[src/rtl/stack_cpu_ext_pkg.sv]
// Shared types and defaults for the extended stack CPU: opcodes, FSM states,
// error codes and the per-opcode operand table used by the decoder.
package stack_cpu_ext_defs;

    localparam int DEF_DATA_WIDTH   = 16;
    localparam int DEF_STACK_DEPTH  = 16;
    localparam int DEF_INSTR_WIDTH  = 16;
    localparam int DEF_PC_WIDTH     = 10;
    localparam int DEF_SSTEP_ENABLE = 0;
    localparam int OPC_WIDTH        = 5;
    localparam int IMM_WIDTH        = 10;

    typedef enum logic [4:0] {
        OP_PUSHI  = 5'd0,
        OP_ADD    = 5'd1,
        OP_SUB    = 5'd2,
        OP_MUL    = 5'd3,
        OP_DIV    = 5'd4,
        OP_MOD    = 5'd5,
        OP_AND    = 5'd6,
        OP_OR     = 5'd7,
        OP_INVERT = 5'd8,
        OP_DUP    = 5'd9,
        OP_DROP   = 5'd10,
        OP_SWAP   = 5'd11,
        OP_JMP    = 5'd12,
        OP_JZ     = 5'd13,
        OP_NOP    = 5'd14,
        OP_HALT   = 5'd31
    } opcode_t;

    typedef enum logic [2:0] {
        ST_FETCH  = 3'd0,
        ST_DECODE = 3'd1,
        ST_EXEC   = 3'd2,
        ST_WB     = 3'd3,
        ST_PAUSE  = 3'd4,
        ST_HALTED = 3'd5,
        ST_ERROR  = 3'd6
    } state_t;

    typedef enum logic [1:0] {
        ERR_UNDERFLOW = 2'd0,
        ERR_OVERFLOW  = 2'd1,
        ERR_DIV_ZERO  = 2'd2,
        ERR_ILLEGAL   = 2'd3
    } err_code_t;

    typedef struct packed {
        logic       legal;
        logic [1:0] pops;
        logic [1:0] pushes;
    } op_info_t;

    function automatic op_info_t op_info(input logic [OPC_WIDTH-1:0] opc);
        op_info_t info;
        case (opc)
            OP_ADD, OP_SUB, OP_MUL, OP_DIV,
            OP_MOD, OP_AND, OP_OR:         info = '{1'b1, 2'd2, 2'd1};
            OP_INVERT:                     info = '{1'b1, 2'd1, 2'd1};
            OP_DUP:                        info = '{1'b1, 2'd1, 2'd2};
            OP_SWAP:                       info = '{1'b1, 2'd2, 2'd2};
            OP_DROP, OP_JZ:                info = '{1'b1, 2'd1, 2'd0};
            OP_PUSHI:                      info = '{1'b1, 2'd0, 2'd1};
            OP_JMP, OP_NOP, OP_HALT:       info = '{1'b1, 2'd0, 2'd0};
            default:                       info = '{1'b0, 2'd0, 2'd0};
        endcase
        return info;
    endfunction

endpackage

[src/rtl/stack_cpu_ext_if.sv]
// Instruction fetch bus between the CPU (master) and program memory (slave).
interface stack_cpu_ext_if
    import stack_cpu_ext_defs::*;
#(
    parameter int PC_WIDTH    = DEF_PC_WIDTH,
    parameter int INSTR_WIDTH = DEF_INSTR_WIDTH
);
    logic [PC_WIDTH-1:0]    pc;
    logic [INSTR_WIDTH-1:0] instruction;

    modport master (output pc, input instruction);
    modport slave  (input pc, output instruction);
endinterface

[src/rtl/stack_cpu_ext_lifo_regfile.sv]
// LIFO register file: combinational TOS/NOS reads, one write port that pops
// 0-2 entries and pushes 0-2 entries in the same cycle (push_hi lands on top).
module lifo_regfile #(
    parameter int DATA_WIDTH  = 16,
    parameter int STACK_DEPTH = 16,
    parameter int DEPTH_WIDTH = $clog2(STACK_DEPTH + 1)
)(
    input  logic                   clk,
    input  logic                   reset,
    input  logic                   wr_en,
    input  logic [1:0]             pop_cnt,
    input  logic [1:0]             push_cnt,
    input  logic [DATA_WIDTH-1:0]  push_lo,
    input  logic [DATA_WIDTH-1:0]  push_hi,
    output logic [DATA_WIDTH-1:0]  tos,
    output logic [DATA_WIDTH-1:0]  nos,
    output logic [DEPTH_WIDTH-1:0] depth
);
    localparam int DW = DEPTH_WIDTH;
    localparam int AW = $clog2(STACK_DEPTH);

    logic [DATA_WIDTH-1:0] mem_r [STACK_DEPTH];
    logic [DW-1:0]         depth_r;
    logic [DW-1:0]         base_s;

    // Read top two entries; absent entries read as zero.
    always_comb begin
        tos    = '0;
        nos    = '0;
        base_s = depth_r - DW'(pop_cnt);
        if (depth_r != '0) begin
            tos = mem_r[AW'(depth_r - DW'(1))];
        end else begin
            tos = '0;
        end
        if (depth_r >= DW'(2)) begin
            nos = mem_r[AW'(depth_r - DW'(2))];
        end else begin
            nos = '0;
        end
    end

    // Commit pops and pushes; the caller guarantees no under/overflow.
    always_ff @(posedge clk or posedge reset) begin
        if (reset) begin
            depth_r <= '0;
            for (int i = 0; i < STACK_DEPTH; i++) begin
                mem_r[i] <= '0;
            end
        end else if (wr_en) begin
            for (int i = 0; i < STACK_DEPTH; i++) begin
                if (push_cnt != 2'd0 && base_s == DW'(i)) begin
                    mem_r[i] <= push_lo;
                end else if (push_cnt == 2'd2 && (base_s + DW'(1)) == DW'(i)) begin
                    mem_r[i] <= push_hi;
                end
            end
            depth_r <= base_s + DW'(push_cnt);
        end
    end

    assign depth = depth_r;

endmodule

[src/rtl/stack_cpu_ext.sv]
// Multi-cycle stack CPU: FETCH/DECODE/EXEC/WB per instruction, decode-time
// fault detection into a sticky ERROR state, optional single-step pause.
module stack_cpu_ext
    import stack_cpu_ext_defs::*;
#(
    parameter int DATA_WIDTH   = DEF_DATA_WIDTH,
    parameter int STACK_DEPTH  = DEF_STACK_DEPTH,
    parameter int INSTR_WIDTH  = DEF_INSTR_WIDTH,
    parameter int PC_WIDTH     = DEF_PC_WIDTH,
    parameter int SSTEP_ENABLE = DEF_SSTEP_ENABLE
)(
    input  logic                                 clk,
    input  logic                                 reset,
    stack_cpu_ext_if.master                      bus,
    input  logic                                 single_step,
    output logic signed [DATA_WIDTH-1:0]         result,
    output logic                                 valid_result,
    output logic [$clog2(STACK_DEPTH+1)-1:0]     depth,
    output logic                                 error,
    output logic [1:0]                           err_code,
    output logic                                 halt
);
    localparam int DW  = $clog2(STACK_DEPTH + 1);
    localparam int DW1 = DW + 1;

    state_t                        state_r, next_state_s;
    logic [INSTR_WIDTH-1:0]        ir_r;
    logic [PC_WIDTH-1:0]           pc_r;
    logic signed [DATA_WIDTH-1:0]  result_r, push_lo_r, push_hi_r;
    logic                          valid_r, error_r, halt_r, step_prev_r;
    err_code_t                     err_code_r;

    logic [OPC_WIDTH-1:0]          opc_s;
    logic [IMM_WIDTH-1:0]          imm_s;
    op_info_t                      info_s;
    logic signed [DATA_WIDTH-1:0]  tos_s, nos_s, imm_ext_s, alu_s;
    logic signed [DATA_WIDTH-1:0]  push_lo_s, push_hi_s, new_tos_s;
    logic [DW-1:0]                 depth_s;
    logic [DW1-1:0]                depth_after_s;
    logic                          fault_s, step_edge_s, wb_s, unused_s;
    err_code_t                     fault_code_s;

    assign opc_s       = ir_r[INSTR_WIDTH-1 -: OPC_WIDTH];
    assign imm_s       = ir_r[IMM_WIDTH-1:0];
    assign unused_s    = ^ir_r[INSTR_WIDTH-OPC_WIDTH-1:IMM_WIDTH];
    assign info_s      = op_info(opc_s);
    assign imm_ext_s   = {{(DATA_WIDTH-IMM_WIDTH){imm_s[IMM_WIDTH-1]}}, imm_s};
    assign step_edge_s = (SSTEP_ENABLE != 0) && single_step && !step_prev_r;

    lifo_regfile #(
        .DATA_WIDTH  (DATA_WIDTH),
        .STACK_DEPTH (STACK_DEPTH),
        .DEPTH_WIDTH (DW)
    ) u_stack (
        .clk      (clk),
        .reset    (reset),
        .wr_en    (wb_s),
        .pop_cnt  (info_s.pops),
        .push_cnt (info_s.pushes),
        .push_lo  (push_lo_r),
        .push_hi  (push_hi_r),
        .tos      (tos_s),
        .nos      (nos_s),
        .depth    (depth_s)
    );

    // Fault check in priority order: illegal, underflow, overflow, divide by zero.
    always_comb begin
        fault_s       = 1'b0;
        fault_code_s  = ERR_UNDERFLOW;
        depth_after_s = {1'b0, depth_s} + DW1'(info_s.pushes) - DW1'(info_s.pops);
        if (!info_s.legal) begin
            fault_s      = 1'b1;
            fault_code_s = ERR_ILLEGAL;
        end else if (depth_s < DW'(info_s.pops)) begin
            fault_s      = 1'b1;
            fault_code_s = ERR_UNDERFLOW;
        end else if (depth_after_s > DW1'(STACK_DEPTH)) begin
            fault_s      = 1'b1;
            fault_code_s = ERR_OVERFLOW;
        end else if ((opc_s == OP_DIV || opc_s == OP_MOD) && tos_s == '0) begin
            fault_s      = 1'b1;
            fault_code_s = ERR_DIV_ZERO;
        end else begin
            fault_s      = 1'b0;
            fault_code_s = ERR_UNDERFLOW;
        end
    end

    // Datapath: NOS op TOS; division by -1 is negation so MIN/-1 wraps to MIN.
    always_comb begin
        alu_s = '0;
        case (opc_s)
            OP_ADD:    alu_s = nos_s + tos_s;
            OP_SUB:    alu_s = nos_s - tos_s;
            OP_MUL:    alu_s = nos_s * tos_s;
            OP_DIV: begin
                if (tos_s == '0)                        alu_s = '0;
                else if (tos_s == {DATA_WIDTH{1'b1}})   alu_s = '0 - nos_s;
                else                                    alu_s = nos_s / tos_s;
            end
            OP_MOD: begin
                if (tos_s == '0 || tos_s == {DATA_WIDTH{1'b1}}) alu_s = '0;
                else                                            alu_s = nos_s % tos_s;
            end
            OP_AND:    alu_s = nos_s & tos_s;
            OP_OR:     alu_s = nos_s | tos_s;
            OP_INVERT: alu_s = ~tos_s;
            OP_PUSHI:  alu_s = imm_ext_s;
            default:   alu_s = tos_s;
        endcase
        push_lo_s = alu_s;
        push_hi_s = alu_s;
        if (opc_s == OP_DUP) begin
            push_lo_s = tos_s;
            push_hi_s = tos_s;
        end else if (opc_s == OP_SWAP) begin
            push_lo_s = tos_s;
            push_hi_s = nos_s;
        end else begin
            push_lo_s = alu_s;
            push_hi_s = alu_s;
        end
        new_tos_s = (info_s.pushes == 2'd2) ? push_hi_s : push_lo_s;
    end

    // State register.
    always_ff @(posedge clk or posedge reset) begin
        if (reset) state_r <= ST_FETCH;
        else       state_r <= next_state_s;
    end

    // Next-state logic.
    always_comb begin
        next_state_s = state_r;
        wb_s         = 1'b0;
        case (state_r)
            ST_FETCH:  next_state_s = ST_DECODE;
            ST_DECODE: begin
                if (fault_s)                next_state_s = ST_ERROR;
                else if (opc_s == OP_HALT)  next_state_s = ST_HALTED;
                else                        next_state_s = ST_EXEC;
            end
            ST_EXEC:   next_state_s = ST_WB;
            ST_WB: begin
                wb_s         = 1'b1;
                next_state_s = (SSTEP_ENABLE != 0) ? ST_PAUSE : ST_FETCH;
            end
            ST_PAUSE: begin
                if (step_edge_s) next_state_s = ST_FETCH;
                else             next_state_s = ST_PAUSE;
            end
            ST_HALTED: next_state_s = ST_HALTED;
            ST_ERROR:  next_state_s = ST_ERROR;
            default:   next_state_s = ST_FETCH;
        endcase
    end

    // Architectural registers; result/valid_result are presented during WB.
    always_ff @(posedge clk or posedge reset) begin
        if (reset) begin
            ir_r        <= '0;
            pc_r        <= '0;
            result_r    <= '0;
            push_lo_r   <= '0;
            push_hi_r   <= '0;
            valid_r     <= 1'b0;
            error_r     <= 1'b0;
            halt_r      <= 1'b0;
            err_code_r  <= ERR_UNDERFLOW;
            step_prev_r <= 1'b0;
        end else begin
            step_prev_r <= single_step;
            valid_r     <= 1'b0;
            case (state_r)
                ST_FETCH:  ir_r <= bus.instruction;
                ST_DECODE: begin
                    if (fault_s) begin
                        error_r    <= 1'b1;
                        halt_r     <= 1'b1;
                        err_code_r <= fault_code_s;
                    end else if (opc_s == OP_HALT) begin
                        halt_r <= 1'b1;
                    end
                end
                ST_EXEC: begin
                    push_lo_r <= push_lo_s;
                    push_hi_r <= push_hi_s;
                    if (info_s.pushes != 2'd0) begin
                        result_r <= new_tos_s;
                        valid_r  <= 1'b1;
                    end
                end
                ST_WB: begin
                    if (opc_s == OP_JMP || (opc_s == OP_JZ && tos_s == '0)) begin
                        pc_r <= imm_s[PC_WIDTH-1:0];
                    end else begin
                        pc_r <= pc_r + PC_WIDTH'(1);
                    end
                end
                default: ;
            endcase
        end
    end

    assign bus.pc       = pc_r;
    assign result       = result_r;
    assign valid_result = valid_r;
    assign depth        = depth_s;
    assign error        = error_r;
    assign err_code     = err_code_r;
    assign halt         = halt_r;

endmodule

[src/flat_wrapper.sv]
// flat-port wrapper written by rule: the top's interface ports become plain ports
module stack_cpu_ext_flat import stack_cpu_ext_defs::*;
#(
    parameter int DATA_WIDTH   = DEF_DATA_WIDTH,
    parameter int STACK_DEPTH  = DEF_STACK_DEPTH,
    parameter int INSTR_WIDTH  = DEF_INSTR_WIDTH,
    parameter int PC_WIDTH     = DEF_PC_WIDTH,
    parameter int SSTEP_ENABLE = DEF_SSTEP_ENABLE
)
  (clk, reset, single_step, result, valid_result, depth, error, err_code, halt, bus_pc, bus_instruction);
  stack_cpu_ext_if #(.PC_WIDTH(PC_WIDTH), .INSTR_WIDTH(INSTR_WIDTH)) bus_i ();
  input  logic clk;
  input  logic reset;
  input  logic single_step;
  output logic signed [DATA_WIDTH-1:0] result;
  output logic valid_result;
  output logic [$clog2(STACK_DEPTH+1)-1:0] depth;
  output logic error;
  output logic [1:0] err_code;
  output logic halt;
  output wire logic [$bits(bus_i.pc)-1:0] bus_pc;
  input wire logic [$bits(bus_i.instruction)-1:0] bus_instruction;
  assign bus_pc = bus_i.pc;
  assign bus_i.instruction = bus_instruction;
  stack_cpu_ext #(.DATA_WIDTH(DATA_WIDTH), .STACK_DEPTH(STACK_DEPTH), .INSTR_WIDTH(INSTR_WIDTH), .PC_WIDTH(PC_WIDTH), .SSTEP_ENABLE(SSTEP_ENABLE)) u_core (.clk(clk), .reset(reset), .bus(bus_i), .single_step(single_step), .result(result), .valid_result(valid_result), .depth(depth), .error(error), .err_code(err_code), .halt(halt));
endmodule
[config.mk]
export PLATFORM = sky130hd
export DESIGN_NAME = stack_cpu_ext_flat
export DESIGN_NICKNAME = d
export VERILOG_FILES = /design/src/rtl/stack_cpu_ext_pkg.sv /design/src/rtl/stack_cpu_ext_if.sv /design/src/rtl/stack_cpu_ext_lifo_regfile.sv /design/src/rtl/stack_cpu_ext.sv /design/src/flat_wrapper.sv
export SDC_FILE = /design/constraint.sdc
export NUM_CORES = 2
export LEC_CHECK = 0
export ABC_AREA = 1
export CORE_ASPECT_RATIO = 0.75
export CORE_UTILIZATION = 25
export CTS_CLUSTER_SIZE = 25
export DETAILED_ROUTE_END_ITERATION = 7
export GPL_TIMING_DRIVEN = 0
export PLACE_DENSITY_LB_ADDON = 0.12
export SLEW_MARGIN = 5
export SYNTH_ARGS = -nofsm -noshare
export SYNTH_HDL_FRONTEND = slang
export SYNTH_SLANG_ARGS = --single-unit
[constraint.sdc]
create_clock -name clk -period 44 [get_ports clk]
set_clock_uncertainty 0.15 [all_clocks]
set_input_delay 6.6 -clock clk [delete_from_list [all_inputs] [get_ports clk]]
set_output_delay 6.6 -clock clk [all_outputs]
set_load 0.05 [all_outputs]
==> metrics.md <==
| Metric | Value |
|---|---|
| Worst Path Required | `~44 ns` |
| Crit path DAT | `roughly 40 ns` |
| Failing checks | `max-capacitance violations, max-slew violations` |
| Chip width | `444 um` |
| Distinct cell type count after synthesis | `66` |
| Post-CTS Hold Buffers | `0` |
| Main synth FF type | `dfrtp_1` |
| Starting Density | `0.252` |
| Post-synth EDFFs | `0` |
| DR vias | `~42000` |
| Synthesized netlist cell count | `about 5400` |
| CP most frequent cell | `nand2_1` |
| Inserted Clock Buffers | `41` |
| Core area | `approximately 0.15 mm^2` |
| Min Tclk post-route | `around 41 ns` |
| Hold crit path type | `register to register` |
| Post-Route WL | `between 200 and 250 mm` |
| H-tree depth | `2` |
| Synth Register Bits | `around 340` |
| Initial DRT Pass Iterations | `8` |
| Slew Limit Fails | `66` |
| Endpoint type of the worst setup path | `register` |
| Period utilisation layout | `0.921` |
| Syn_nets | `approximately 5800` |
| Vias per std cell | `roughly 5.6` |
| RD Place Congestion | `roughly 1.0` |
| Drt first-iter violations | `6187` |
| Slew HR | `-0.0593` |
| Via count of the first global-routing pass | `38094` |
| CP max stage cell | `clkdlybuf4s15_1` |
| DR WL/cell | `slightly above 30 um` |
| Clk slew on worst S/H paths | `roughly 0.070 ns` |
| Worst-Skew Late Latency | `0.63 ns` |
| Setup TNS Final | `0 ns` |
| TritonCTS clock tree | `built` |
| Post-CTS setup buffers | `0` |
| TritonCTS Sinks | `roughly 340` |
| Number of max-cap violations | `8` |
| Remaining Overflow, GRT | `0` |
| Die area | `between 0.1 and 0.15 mm^2` |
| First-pass GRT wire length | `between 300 and 400 mm` |
| Slew @ Worst Pin | `1.59 ns` |
| Status | `finished, violations left` |
| Clock root buffer | `clkbuf_16` |
| DR DRC count | `0` |
| Largest net degree at the start of global routing | `95` |
| Largest stage delay, worst path | `0.90 ns` |
| Net count reported at finish | `5894` |
| CTS max path bufs | `3` |
| CP Launch Type | `register` |
| I/O pin total | `between 50 and 60` |
| Crit path max fanout | `11` |
| Maximum clock frequency | `around 0.025 GHz` |
| Gr usage total | `0.300` |
| Initial antenna violation count | `16` |
| Layout cells sized above 1 | `0.0719` |
| Final Hold Viols | `0` |
| Seq. cell area | `0.00856 mm^2` |
| Rows | `approximately 120` |
| Multi-input logic area | `about 0.024 mm^2` |
| ANT nets after route | `0` |
| Post-Syn Area per Cell | `6.72 um^2` |
| Hold_ws | `between 0.3 and 0.4 ns` |
| DIE HEIGHT | `between 300 and 400 um` |
| Async set-or-reset flop fraction in the synthesized netlist | `1.00` |
| # fillers | `16112` |
| Layout area overhead | `12.4%` |
| Crit Path Category | `register to register` |
| IO buf count | `52` |
| Post-synthesis sequential area ratio | `0.234` |
| Dpl hpwl | `roughly 170 mm` |
| Syn Std Cell Area | `roughly 0.037 mm^2` |
| Syn. warnings | `0` |
| Setup Viol. Count Final | `0` |
[Yosys cell counts, drive strengths merged (18+ instances only)]
cell type	n	area share
o21ai	534	0.074
o211ai	184	0.038
a21oi	330	0.045
dfrtp	342	0.23
xor2	95	0.024
ha	245	0.084
or2	43	0.0074
o21bai	21	0.0043
nor2	458	0.051
nand2	1268	0.13
buf	143	0.025
clkinv	18	0.0019
clkbuf	198	0.020
nand3	538	0.081
nand4	30	0.0051
xnor2	56	0.013
inv	573	0.059
fa	85	0.047
nor3	36	0.0052
a31oi	98	0.017
[layout make-up]
cell class                 instances  area share
multi-input combinational       4164       0.589
buffer                           340      0.0408
timing repair buffer              65      0.0175
tap                             1906      0.0581
antenna                            9    0.000548
clock buffer                      63      0.0295
inverter                         591      0.0543
clock inverter                    11     0.00244
sequential                       342       0.208
[repair_timing]
item	4_1_cts	5_1_grt
resized for setup	0	10
endpoints found under the setup margin	0	18
endpoints found under the hold margin	0	0
[cells by family (layout without fill, tap and decap cells)]
kind of cell / Yosys count / count (layout) / share of synthesized area
buf+inv: 932 / 1070 / 0.106
other cells: 0 / 9 / 0
xor+xnor: 151 / 151 / 0.0372
mux: 8 / 8 / 0.00223
fa+ha+maj: 330 / 330 / 0.130
flops: 342 / 342 / 0.234
simple gates: 2408 / 2408 / 0.290
compound gates: 1267 / 1267 / 0.200
[path summary, 6_finish.rpt]
path | from | endpoint | slack, ns | depth (start not counted)
worst max-delay path | u_core.u_stack.depth[1] | u_core.push_hi_r[10] | 3.49 | 230
min in group asynchronous | reset | u_core.u_stack.mem_r[162] | 6.28 | 2
max in group asynchronous | reset | u_core.u_stack.mem_r[253] | 35.87 | 4
worst min-delay path | u_core.error | u_core.error | 0.33 | 2
worst max register to register | u_core.u_stack.depth[1] | u_core.push_hi_r[10] | 3.49 | 230
worst min register to register | u_core.error | u_core.error | 0.33 | 2
[flip-flops by register name (all words and copies together) (netlist names)]
| signal | flops |
|---|---|
| u_core.bus.pc | 10 |
| u_core.valid_result | 1 |
| u_core.error | 1 |
| u_core.result | 16 |
| u_core.err_code | 2 |
| u_core.halt | 1 |
| u_core.push_hi_r | 16 |
| u_core.u_stack.mem_r | 256 |
| u_core.push_lo_r | 16 |
| u_core.state_r | 3 |
| u_core.ir_r | 15 |
| u_core.u_stack.depth | 5 |
[cells in the final DEF, fill, tap and decap left out, drive strengths merged, types with 15 or more instances in the layout]
cell type      instances
nand2               1268
inv                  573
nand3                538
o21ai                534
nor2                 458
dfrtp                342
a21oi                330
clkbuf               262
ha                   245
o211ai               184
buf                  152
a31oi                 98
xor2                  95
fa                    85
xnor2                 56
clkdlybuf4s50         52
or2                   43
nor3                  36
nand4                 30
clkinv                26
o21bai                21
a21o                  15
and2                  15
[critical path, delay by kind of cell (launching register included)]
| family | cells | cell delay, ns |
|---|---|---|
| AND/OR/NAND/NOR | 119 | 14.66 |
| AO/OA/AOI/OAI | 52 | 9.81 |
| buffers and inverters | 38 | 8.64 |
| adder cells (fa/ha/maj) | 19 | 5.21 |
| XOR/XNOR | 1 | 0.71 |
| flip-flops | 1 | 0.59 |
| multiplexers | 1 | 0.40 |
[per-layer routing]
layer,GRT usage,vias up,wire length (um)
li1,-,18367,-
met1,0.469,20312,112000
met2,0.362,2710,78400
met3,0.113,387,31100
met4,0.0892,2,8020
met5,0,-,15
[per-stage QoR]
| step | instance area [um^2] | instances | setup WS (ns) | utilization |
|---|---|---|---|---|
| global placement | 39500 | 7396 | 2.75 | 0.272 |
| floorplan | 36600 | 5438 | 13.89 | - |
| CTS | 41000 | 7482 | 3.26 | 0.282 |
| finish | 41100 | 7491 | 3.49 | 0.283 |
| detailed placement | 39700 | 7408 | 3.42 | 0.273 |
| global route | 41100 | 7482 | -0.0179 | 0.283 |
Power is left out: the tool's default activity adds up to more than one toggle a clock period on the data nets, which glitch-free logic cannot reach.
